**src/rtl/sram_like_arbiter_pkg.sv**
```systemverilog
// Shared encodings for the SRAM-like instruction/data arbiter.
package sram_like_arbiter_pkg;

  // Arbiter FSM states.
  typedef enum logic [1:0] {
    IDLE   = 2'd0,
    WAIT_I = 2'd1,
    WAIT_D = 2'd2
  } state_e;

  // Which master port owns (or last owned) the bus.
  typedef enum logic {
    INST = 1'b0,
    DATA = 1'b1
  } grant_e;

  // Transfer size encoding on every SRAM-like port.
  localparam logic [1:0] SZ_BYTE = 2'b00;
  localparam logic [1:0] SZ_HALF = 2'b01;
  localparam logic [1:0] SZ_WORD = 2'b10;

endpackage

```
**src/rtl/sram_like_arbiter_grant_sel.sv**
```systemverilog
// Tie-break logic: picks which requester the arbiter grants while idle.
module sram_like_grant_sel
  import sram_like_arbiter_pkg::*;
#(
  parameter bit RR_EN = 1'b0
) (
  input  logic inst_req,
  input  logic data_req,
  input  logic last_grant,
  output logic grant
);

  // A lone requester always wins; on a tie either data wins or the side
  // not served last wins. With no request the value is irrelevant.
  always_comb begin
    grant = DATA;
    if (inst_req && !data_req) begin
      grant = INST;
    end else if (inst_req && data_req && RR_EN) begin
      grant = (last_grant == INST) ? DATA : INST;
    end
  end

endmodule

```
**src/rtl/sram_like_arbiter.sv**
```systemverilog
// Merges instruction- and data-side SRAM-like masters onto one SRAM-like bus,
// one outstanding transaction at a time.
//
// Handshake: a master holds req and its request fields until it sees its own
// addr_ok in a cycle where req is high; that cycle is the address transfer.
// data_ok is a single-cycle completion pulse, and rdata is valid only in the
// cycle where the master's own data_ok is high.
module sram_like_arbiter
  import sram_like_arbiter_pkg::*;
#(
  parameter int ADDR_W = 32,
  parameter int DATA_W = 32,
  parameter bit RR_EN  = 1'b0
) (
  input  logic              clk,
  input  logic              resetn,
  input  logic              inst_req,
  input  logic              inst_wr,
  input  logic [1:0]        inst_size,
  input  logic [ADDR_W-1:0] inst_addr,
  input  logic [DATA_W-1:0] inst_wdata,
  output logic [DATA_W-1:0] inst_rdata,
  output logic              inst_addr_ok,
  output logic              inst_data_ok,
  input  logic              data_req,
  input  logic              data_wr,
  input  logic [1:0]        data_size,
  input  logic [ADDR_W-1:0] data_addr,
  input  logic [DATA_W-1:0] data_wdata,
  output logic [DATA_W-1:0] data_rdata,
  output logic              data_addr_ok,
  output logic              data_data_ok,
  output logic              bus_req,
  output logic              bus_wr,
  output logic [1:0]        bus_size,
  output logic [ADDR_W-1:0] bus_addr,
  output logic [DATA_W-1:0] bus_wdata,
  input  logic [DATA_W-1:0] bus_rdata,
  input  logic              bus_addr_ok,
  input  logic              bus_data_ok,
  output logic [1:0]        dbg_state
);

  state_e state_q, state_d;
  grant_e last_grant_q, last_grant_d;
  logic   grant;
  logic   own_data;
  logic   gnt_req;

  sram_like_grant_sel #(.RR_EN(RR_EN)) u_grant_sel (
    .inst_req  (inst_req),
    .data_req  (data_req),
    .last_grant(last_grant_q),
    .grant     (grant)
  );

  // State and last-grant registers; reset drops any in-flight ownership.
  always_ff @(posedge clk or negedge resetn) begin
    if (!resetn) begin
      state_q      <= IDLE;
      last_grant_q <= INST;
    end else begin
      state_q      <= state_d;
      last_grant_q <= last_grant_d;
    end
  end

  // Bus field owner: the current grant while idle, the transaction owner while waiting.
  always_comb begin
    case (state_q)
      WAIT_I:  own_data = 1'b0;
      WAIT_D:  own_data = 1'b1;
      default: own_data = grant;
    endcase
  end

  assign gnt_req   = grant ? data_req : inst_req;
  assign bus_wr    = own_data ? data_wr    : inst_wr;
  assign bus_size  = own_data ? data_size  : inst_size;
  assign bus_addr  = own_data ? data_addr  : inst_addr;
  assign bus_wdata = own_data ? data_wdata : inst_wdata;

  // Read data is broadcast; each side qualifies it with its own data_ok.
  assign inst_rdata = bus_rdata;
  assign data_rdata = bus_rdata;
  assign dbg_state  = state_q;

  // Next state, handshake steering and request forwarding.
  always_comb begin
    state_d      = state_q;
    last_grant_d = last_grant_q;
    bus_req      = 1'b0;
    inst_addr_ok = 1'b0;
    data_addr_ok = 1'b0;
    inst_data_ok = 1'b0;
    data_data_ok = 1'b0;
    case (state_q)
      IDLE: begin
        bus_req = gnt_req;
        // A bus_data_ok without an accepted address here is a stray ack and is dropped.
        if (gnt_req && bus_addr_ok) begin
          last_grant_d = grant_e'(grant);
          if (grant) data_addr_ok = 1'b1;
          else       inst_addr_ok = 1'b1;
          if (bus_data_ok) begin
            // Zero-wait slave: complete in place and stay idle.
            if (grant) data_data_ok = 1'b1;
            else       inst_data_ok = 1'b1;
          end else begin
            state_d = grant ? WAIT_D : WAIT_I;
          end
        end
      end
      WAIT_I: begin
        inst_data_ok = bus_data_ok;
        if (bus_data_ok) state_d = IDLE;
      end
      WAIT_D: begin
        data_data_ok = bus_data_ok;
        if (bus_data_ok) state_d = IDLE;
      end
      default: state_d = IDLE;
    endcase
  end

endmodule

```
**config.mk**
```make
export PLATFORM = sky130hd
export DESIGN_NAME = sram_like_arbiter
export DESIGN_NICKNAME = d
export VERILOG_FILES = /design/src/rtl/sram_like_arbiter_pkg.sv /design/src/rtl/sram_like_arbiter_grant_sel.sv /design/src/rtl/sram_like_arbiter.sv
export SDC_FILE = /design/constraint.sdc
export NUM_CORES = 1
export LEC_CHECK = 0
export BUFFER_PORTS_ARGS = -buffer_cell sky130_fd_sc_hd__buf_2
export CAP_MARGIN = 10
export CORE_AREA = 2 2 120 122
export CTS_BUF_LIST = sky130_fd_sc_hd__clkbuf_2 sky130_fd_sc_hd__clkbuf_4 sky130_fd_sc_hd__clkbuf_8
export CTS_CLUSTER_DIAMETER = 30
export DETAILED_ROUTE_END_ITERATION = 16
export DIE_AREA = 0 0 122 124
export PLACE_DENSITY = 0.49
export SYNTH_ARGS = -nofsm -noshare
export SYNTH_HDL_FRONTEND = slang
export SYNTH_SLANG_ARGS = --single-unit
```
**constraint.sdc**
```tcl
create_clock -name clk -period 2.4 [get_ports clk]
set_input_delay 0.36 -clock clk [delete_from_list [all_inputs] [get_ports clk]]
set_output_delay 0.36 -clock clk [all_outputs]
set_load 0.05 [all_outputs]
```
Yosys cells after proc, flatten, opt, wreduce, memory -nomap -nowiden:

Cells that the tools add are included.

* flip-flop bits (word level): 2
* input bits: 172
* output and inout port bits: 138
* logic and storage cells: 36

* equality and inequality tests: 5
* muxes and demuxes: 24
* reductions and logical operators: 6

Operators by type and width (count)
* 32-bit 2-to-1 mux: 2
* 1-bit 2-to-1 mux: 13
* 2-bit 2-to-1 mux: 5
* 1-bit one-hot mux with 2 select lines: 3
* 2-bit != test, second input constant: 2
* 2-bit one-hot mux with 2 select lines: 1
* 3-bit AND reduction: 1
* 2-bit by 1-bit equality test with 1-bit output, second input constant: 1
* 2-bit equality test, second input constant: 1
* 1-bit logical AND: 2
* 2-bit zero test: 1
* 2-bit by 1-bit != test with 1-bit output, second input constant: 1
* 2-bit OR reduction: 1
* 1-bit zero test: 1

Longest topological paths before layout:

Gate-level depths: netlist (run 1).

* depth in word-level cells: 6
* gate-level depth with buffers: 6
* depth with buffers taken out: 5

By module:

Synthesis (run 1) repeated with hierarchy kept, for this count alone.

* cells, all modules: 166
* area, all modules: 1665.3 µm²

Modules (own cells, without submodules)
* sram_like_arbiter: instances 1, cells an instance 165, area an instance 1659.1 µm², seq. area each 75.1 µm²
* sram_like_grant_sel: instances 1, cells an instance 1, area an instance 6.3 µm², seq. area each 0.0 µm²

Least setup slack after synthesis (run 1):

No wires, ideal clock.

* path type: reg-to-output
* start point: reg state_q[0], in the netlist dbg_state[0]
* end point: out bus_wdata[10]
* arrival: 2265 ps
* data required time: 2040 ps
* setup slack: -225 ps
* stages on the path, launching flop included: 7
* cell sequence: dfrtp_1 inv_1 ha_1 mux2i_1 buf_4 buf_6 mux2_1

* longest elaborated chain between the ends: 3

Ends and longest elaborated chain
* start, declared: RTL line sram_like_arbiter.sv:44 `state_e state_q, state_d;`
* start signal, assigned: RTL line sram_like_arbiter.sv:63 `state_q <= state_d;`
* 2-bit equality test / 2-bit by 1-bit equality test with 1-bit output (equally long branches): RTL line sram_like_arbiter.sv:70 `case (state_q)`
* 1-bit one-hot mux with 2 select lines (*): RTL line sram_like_arbiter.sv:70
* 32-bit 2-to-1 mux (*): RTL line sram_like_arbiter.sv:81 `assign bus_wdata = own_data ? data_wdata : inst_wdata;`
* end, declared: RTL line sram_like_arbiter.sv:37 `output logic [DATA_W-1:0] bus_wdata,`

Every way passes the cells marked *; elsewhere a longest branch is shown, timed or not.

Worst setup path after layout (run 1):

* start point: reg state_q[1], in the netlist dbg_state[1]
* end point: out bus_wdata[14]

Same word-level chain as after synthesis.

==> results of run 1 <==
[where the power goes]
part           internal, mW  switching (mW)
logic                  1.72            2.34
registers            0.0478          0.0102
clock network         0.106          0.0268
total                  1.87            2.38
[cell usage in the layout (no fill, tap or decap)]
cell / count
buf_2: 146
buf_6: 67
mux2_2: 60
mux2_4: 7
o21ai_0: 3
clkbuf_8: 3
buf_12: 3
buf_4: 3
inv_2: 2
nand2b_1: 2
o21a_1: 2
nor2_1: 2
nor2b_1: 2
a22oi_1: 2
ha_1: 2
buf_16: 2
dfrtp_2: 2
mux2i_4: 1
and4b_1: 1
and3_1: 1
ha_4: 1
clkbuf_16: 1
dlygate4sd3_1: 1
[worst max path at each step]
| stage | endpoint | slack (ps) | depth (start not counted) |
|---|---|---|---|
| 3_5_place_dp | bus_addr[28] | 50 | 6 |
| 3_3_place_gp | bus_addr[28] | 70 | 6 |
| 4_1_cts | bus_addr[10] | -60 | 8 |
| 2_1_floorplan | bus_wdata[10] | 6 | 6 |
| 5_1_grt | bus_addr[3] | -50 | 7 |
| 6_report | bus_wdata[14] | 9 | 7 |
[stage by stage]
step	hold WS, ps	setup slack, ps	TNS (ps)
2_1_floorplan	64.4	6.12	0
3_3_place_gp	151	73.6	0
3_5_place_dp	150	47.5	0
4_1_cts	469	-61.9	-1060
5_1_grt	486	-45.5	-1440
6_report	471	9.48	0
[critical path, cell delays in order, from the launching register on]
cell	delay (ps)
dfrtp_2	370
inv_2	60
ha_4	290
mux2i_4	240
buf_12	170
buf_12	160
mux2_2	360
buf_6	150
[kinds of logic after synthesis]
logic type / count (synthesis) / synth area share [%]
adder cells (fa/ha/maj): 3 / 2.52
flip-flops: 2 / 3.36
AO/OA/AOI/OAI: 7 / 3.02
multiplexers: 68 / 51.3
buffers and inverters: 73 / 36.5
AND/OR/NAND/NOR: 8 / 3.27
[repair_timing]
| item | in CTS | in global routing |
|---|---|---|
| gates cloned | 2 | 1 |
| setup buffers | 3 | 2 |
| endpoints found under the hold margin | 2 | 0 |
| gates resized for setup | 123 | 24 |
| endpoints found under the setup margin | 67 | 67 |
| hold buffers | 1 | 0 |
[layer usage]
layer,vias up,GRT usage (%),wire length [um]
met2,194,15.7,3700
met1,784,6.89,2220
met4,0,2.01,94
met5,-,0,0
met3,15,3.11,1050
li1,803,-,-
[final cells by class]
type                    instances  area [um2]
flip-flops and latches          2        52.6
inverters                       2        7.51
repair buffers                223        1660
clock buffers                   3        41.3
fillers                      1504       10800
well taps                     180         225
multi-input cells              86         947
==> results by group, run 1 <==
Synth
  – Synth Flop Type: dfrtp_1
  – Number of synthesized register bits: 2
  – Yosys warns: 0
  – Top cell type's share of synthesized area: 32.7%
  – Top cell type by total area after synthesis: buf_4
  – Synth async-reset ratio: 100%
  – Syn Std Cell Area: 1490 um2
  – Commonest cells post-synth: 65 x buf_4, 37 x mux2_2, 30 x mux2_1
  – Syn_nets: 336
  – Post-synth EDFFs: 0
  – Distinct cell type count after synthesis: 17
  – Most numerous cell in the Yosys netlist: buf_4
  – Sequential area share after synthesis: 3.36%
  – Cells after Synth: 161
  – Avg Cell Area, Syn: 9.26 um2
  – Dominant cells by area after synthesis: buf_4 33%, mux2_2 28%, mux2_1 23%

Clock network
  – Worst-case clock buffer depth: 2
  – Worst skew pair latency: 210 ps
  – CTS sink count: 2
  – H-tree depth: 1
  – Clk slew on worst S/H paths: 30 ps
  – CTS Buf Count: 3
  – CTS tree: yes
  – Clock root buffer: clkbuf_8

Routing
  – DRT iter0 DRCs: 21
  – Drc violations: 0
  – ANT nets after route: 0
  – Vias: 1,796
  – Routed WL: 7.06 mm
  – DRT Pass-1 Iters: 3
  – Drt wl/cell: 14.2 um
  – Vias/cell: 3.62

STA
  – Setup violations, final: 0
  – RSZ-0062 raised after global routing: true
  – Pin slew with the least headroom to its limit: 259 ps
  – Final Max Slew Viols: 0
  – Post-route minimum period: 2390 ps
  – Final period utilization: 99.6%
  – Slew headroom: 82.8%
  – Fmax: 0.418 GHz
  – Final Hold Vio Count: 0
  – Skew final: 0.788 ps

Global route
  – Initial antenna violation count: 0
  – Gr ovfl total: 0
  – GRT Overall Usage: 7.70%
  – Vias in the first global route: 1,745
  – Global-route wire length before repair: 8.66 mm
  – Largest net degree at the start of global routing: 19

Placed design
  – PortBufs: 213
  – DP Area: 2300 um2
  – GPL Wtd Cong: 0.759
  – Placed insts: 485
  – DP HPWL: 5.32 mm

Worst setup path
  – Startpoint types: flop
  – Critical path class: reg -> out
  – CP startpoint: dbg_state[1]
  – Peak fanout along the critical path: 16
  – Crit path DAT: 2030 ps
  – FF-to-FF path depth: 6
  – RR Endpoint: dbg_state[1]
  – Origin of the critical flop-to-flop path: dbg_state[1]
  – Critical path capture point type: output port
  – Slack of the worst reg-to-reg path: 1120 ps
  – Crit path required time: 2040 ps

Finish
  – Final core occ: 21.4%
  – Largest register FFs: 2
  – Final std cells w/o fill: 496
  – Fin area: 2930 um2
  – # diodes: 0
  – Synth-to-Final Area Change: 96.7%
  – Final nets: 493
  – Share of cells above drive strength 1: 94.3%

Min path
  – Worst hold path class: in -> async

Die
  – Initial Util: 10.9%
  – Die Y: 124 um
  – Rows: 43
  – Core ar.: 13,700 um2
  – Io pins: 310
  – Die Wd: 122 um
  – Die Area: 15,100 um2

Power
  – Maximum vdd drop: 515 uV
  – Total power: 4.25 mW
  – Leak: 1.47 nW
  – P per Cell Area: 1450 nW/um2

Run
  – MaxCap Viol Count: 0

Run status
  – Outcome: finished, final reports clean
Note: power is estimated with default switching activity, not from simulation.
==> inputs of run 2 (changes only) <==
--- a/config.mk
+++ b/config.mk
@@ -5,10 +5,9 @@
 export SDC_FILE = /design/constraint.sdc
 export NUM_CORES = 1
 export LEC_CHECK = 0
-export BUFFER_PORTS_ARGS = -buffer_cell sky130_fd_sc_hd__buf_2
+export BUFFER_PORTS_ARGS = -buffer_cell sky130_fd_sc_hd__clkbuf_2
 export CAP_MARGIN = 10
 export CORE_AREA = 2 2 120 122
-export CTS_BUF_LIST = sky130_fd_sc_hd__clkbuf_2 sky130_fd_sc_hd__clkbuf_4 sky130_fd_sc_hd__clkbuf_8
 export CTS_CLUSTER_DIAMETER = 30
 export DETAILED_ROUTE_END_ITERATION = 16
 export DIE_AREA = 0 0 122 124
==> run 2 against run 1 <==
  * The run now ends with setup timing left
  * Non-clock buffer count is 1 higher
  * Via count is 0.56% higher
  * Sequential share of layout area is 0.22 points lower
  * Wire length is 7.4% higher
  * Largest power group unchanged
==> results by group, run 2 (synthesis gave the netlist of run 1 again) <==
Run status
  – Outcome: complete, but fails checks
  – Failing checks: setup timing

Finish
  – # diodes: 0 (unchanged)
  – Fin area: 3350 um2 (+14%)
  – Share of cells above drive strength 1: 94.6% (+0.33 points)
  – Register area: 52.6 um2 (unchanged)
  – Final nets: 494 (+0.20%)
  – Most frequent cells in the layout: 146 x clkbuf_2, 65 x buf_8, 39 x mux2_2
  – Final core occ: 24.4% (+3.0 points)
  – Largest register FFs: 2 (unchanged)
  – Commonest non-fill, non-tap cell in the layout: clkbuf_2
  – Synth-to-Final Area Change: 125%
  – Final std cells w/o fill: 497 (+0.20%)
  – Fillers: 1,518 (+0.93%)
  – Multi-input gate area: 1030 um2 (+8.6%)

Routing
  – DRT Pass-1 Iters: 3 (unchanged)
  – Top Layer Used: met4
  – ANT nets after route: 0 (unchanged)
  – Routed length on met3: 1.08 mm (+2.8%)
  – Length of routed wiring on met1: 2.42 mm (+9.2%)
  – Drt wl/cell: 15.3 um (+7.2%)
  – DRT iter0 DRCs: 19 (-9.5%)
  – Met2 routed WL: 3.97 mm (+7.4%)
  – Drc violations: 0 (unchanged)
  – Vias/cell: 3.63 (+0.35%)
  – Vias: 1,806 (+0.56%)
  – Routed WL: 7.59 mm (+7.4%)

STA
  – Slew headroom: 81.4% (-1.4 points)
  – Post-route minimum period: 2430 ps (+35.8 ps)
  – Skew final: 1.66 ps (+0.873 ps)
  – Fmax: 0.412 GHz (-1.5%)
  – Setup violations, final: 38 (+38)
  – Pin slew with the least headroom to its limit: 280 ps (+20.2 ps)
  – Final period utilization: 101% (+1.5 points)
  – Fin worst setup slack: -26.3 ps (-35.8 ps)
  – Total negative setup slack: -357 ps (-357 ps)
  – Final Hold Vio Count: 0 (unchanged)
  – RSZ-0062 raised after global routing: true
  – Final Max Slew Viols: 0 (unchanged)

Worst setup path
  – Crit path DAT: 2070 ps (+40 ps)
  – Critical path class: reg -> out
  – Crit path required time: 2040 ps (about the same)
  – Peak fanout along the critical path: 13 (-3)
  – Startpoint types: flop
  – Critical path capture point type: output port

Die
  – Core ar.: 13,700 um2 (unchanged)
  – Die Area: 15,100 um2 (unchanged)
  – Io pins: 310 (unchanged)
  – Rows: 43 (unchanged)
  – Initial Util: 10.9% (unchanged)
  – Die Y: 124 um (unchanged)
  – Die Wd: 122 um (unchanged)

Min path
  – Worst hold path class: in -> async

Clock network
  – CTS tree: yes
  – Worst skew pair latency: 220 ps (about the same)
  – H-tree depth: 1 (unchanged)
  – CTS Buf Count: 3 (unchanged)
  – Clock root buffer: clkbuf_16
  – CTS sink count: 2 (unchanged)
  – Clk slew on worst S/H paths: 30 ps (about the same)
  – Worst-case clock buffer depth: 2 (unchanged)

Placed design
  – Placed insts: 487 (+0.41%)
  – Pre-CTS WS: 44.1 ps (-3.45 ps)
  – DP HPWL: 5.53 mm (+3.8%)
  – GPL Wtd Cong: 0.756 (-0.30%)
  – PortBufs: 213 (unchanged)
  – DP Area: 2310 um2 (+0.65%)

Run
  – MaxCap Viol Count: 0 (unchanged)

Global route
  – Global-route wire length before repair: 9.22 mm (+6.5%)
  – GRT Overall Usage: 8.27% (+0.58 points)
  – Gr ovfl total: 0 (unchanged)
  – Largest net degree at the start of global routing: 28 (+9)
  – Vias in the first global route: 1,817 (+4.1%)
  – Initial antenna violation count: 0 (unchanged)

Power
  – P per Cell Area: 1490 nW/um2 (+2.8%)
  – Maximum vdd drop: 574 uV (+11%)
  – Leak: 1.71 nW (+16%)
==> run 2: cell count changes in the layout (fill, tap and decap cells not counted), moves of 3 or more <==
cell	previous run	this run
clkbuf_2	0	146
mux2_4	7	28
mux2_2	60	39
buf_8	0	65
clkbuf_16	1	5
buf_2	146	0
clkbuf_8	3	0
buf_16	2	5
buf_6	67	1
==> run 2: area by class of cell <==
class / count / area share, %
Timing Repair Buffer: 224 / 58.5
Multi-Input combinational cell: 86 / 30.7
Tap cell: 180 / 6.73
Clock buffer: 3 / 2.24
Sequential cell: 2 / 1.57
Inverter: 2 / 0.224
==> run 2: through the flow <==
step / hold slack, ps / total power [mW]
after global routing: 472 / 5.18
after floorplan: 64.4 / 2.85
after CTS: 462 / 4.47
final: 468 / 4.99
after detailed placement: 154 / 3.20
after global placement: 155 / 3.21
==> run 2: final timing paths <==
check / from / to / slack [ps] / depth (start not counted)
worst max register to register: dbg_state[1] / dbg_state[0] / 1050 / 6
min in group clk: bus_addr_ok / dbg_state[0] / 580 / 4
max in group asynchronous: resetn / dbg_state[0] / 1820 / 2
worst min-delay path: resetn / dbg_state[1] / 470 / 2
worst max-delay path: dbg_state[1] / bus_wdata[9] / -30 / 7
worst min register to register: dbg_state[0] / dbg_state[0] / 600 / 2
==> run 2: power by group <==
group	internal (mW)	leakage [nW]	switching [mW]
combinational	2.19	1.65	2.49
clock	0.212	0.0370	0.0378
sequential	0.0476	0.0237	0.00796
==> run 2: critical path, stage by stage (launching register included) <==
cell,delay [ps]
dfrtp_2,360
inv_2,60
ha_4,280
mux2i_4,230
buf_12,190
clkbuf_16,190
mux2_2,360
buf_8,150
==> run 2: layer usage <==
layer | GRT usage [%] | up-vias
met1 | 7.94 | 789
li1 | - | 808
met2 | 16.4 | 194
met4 | 2.01 | 0
met3 | 3.25 | 15
met5 | 0 | -
==> run 2: what timing repair did <==
item                                    in CTS  in global routing
hold buffers                                 1                  0
cloned                                       3                  1
buffers inserted                             2                  0
endpoints found under the setup margin      67                 67
resized for setup                          137                107
hold endpoints to repair                     2                  0
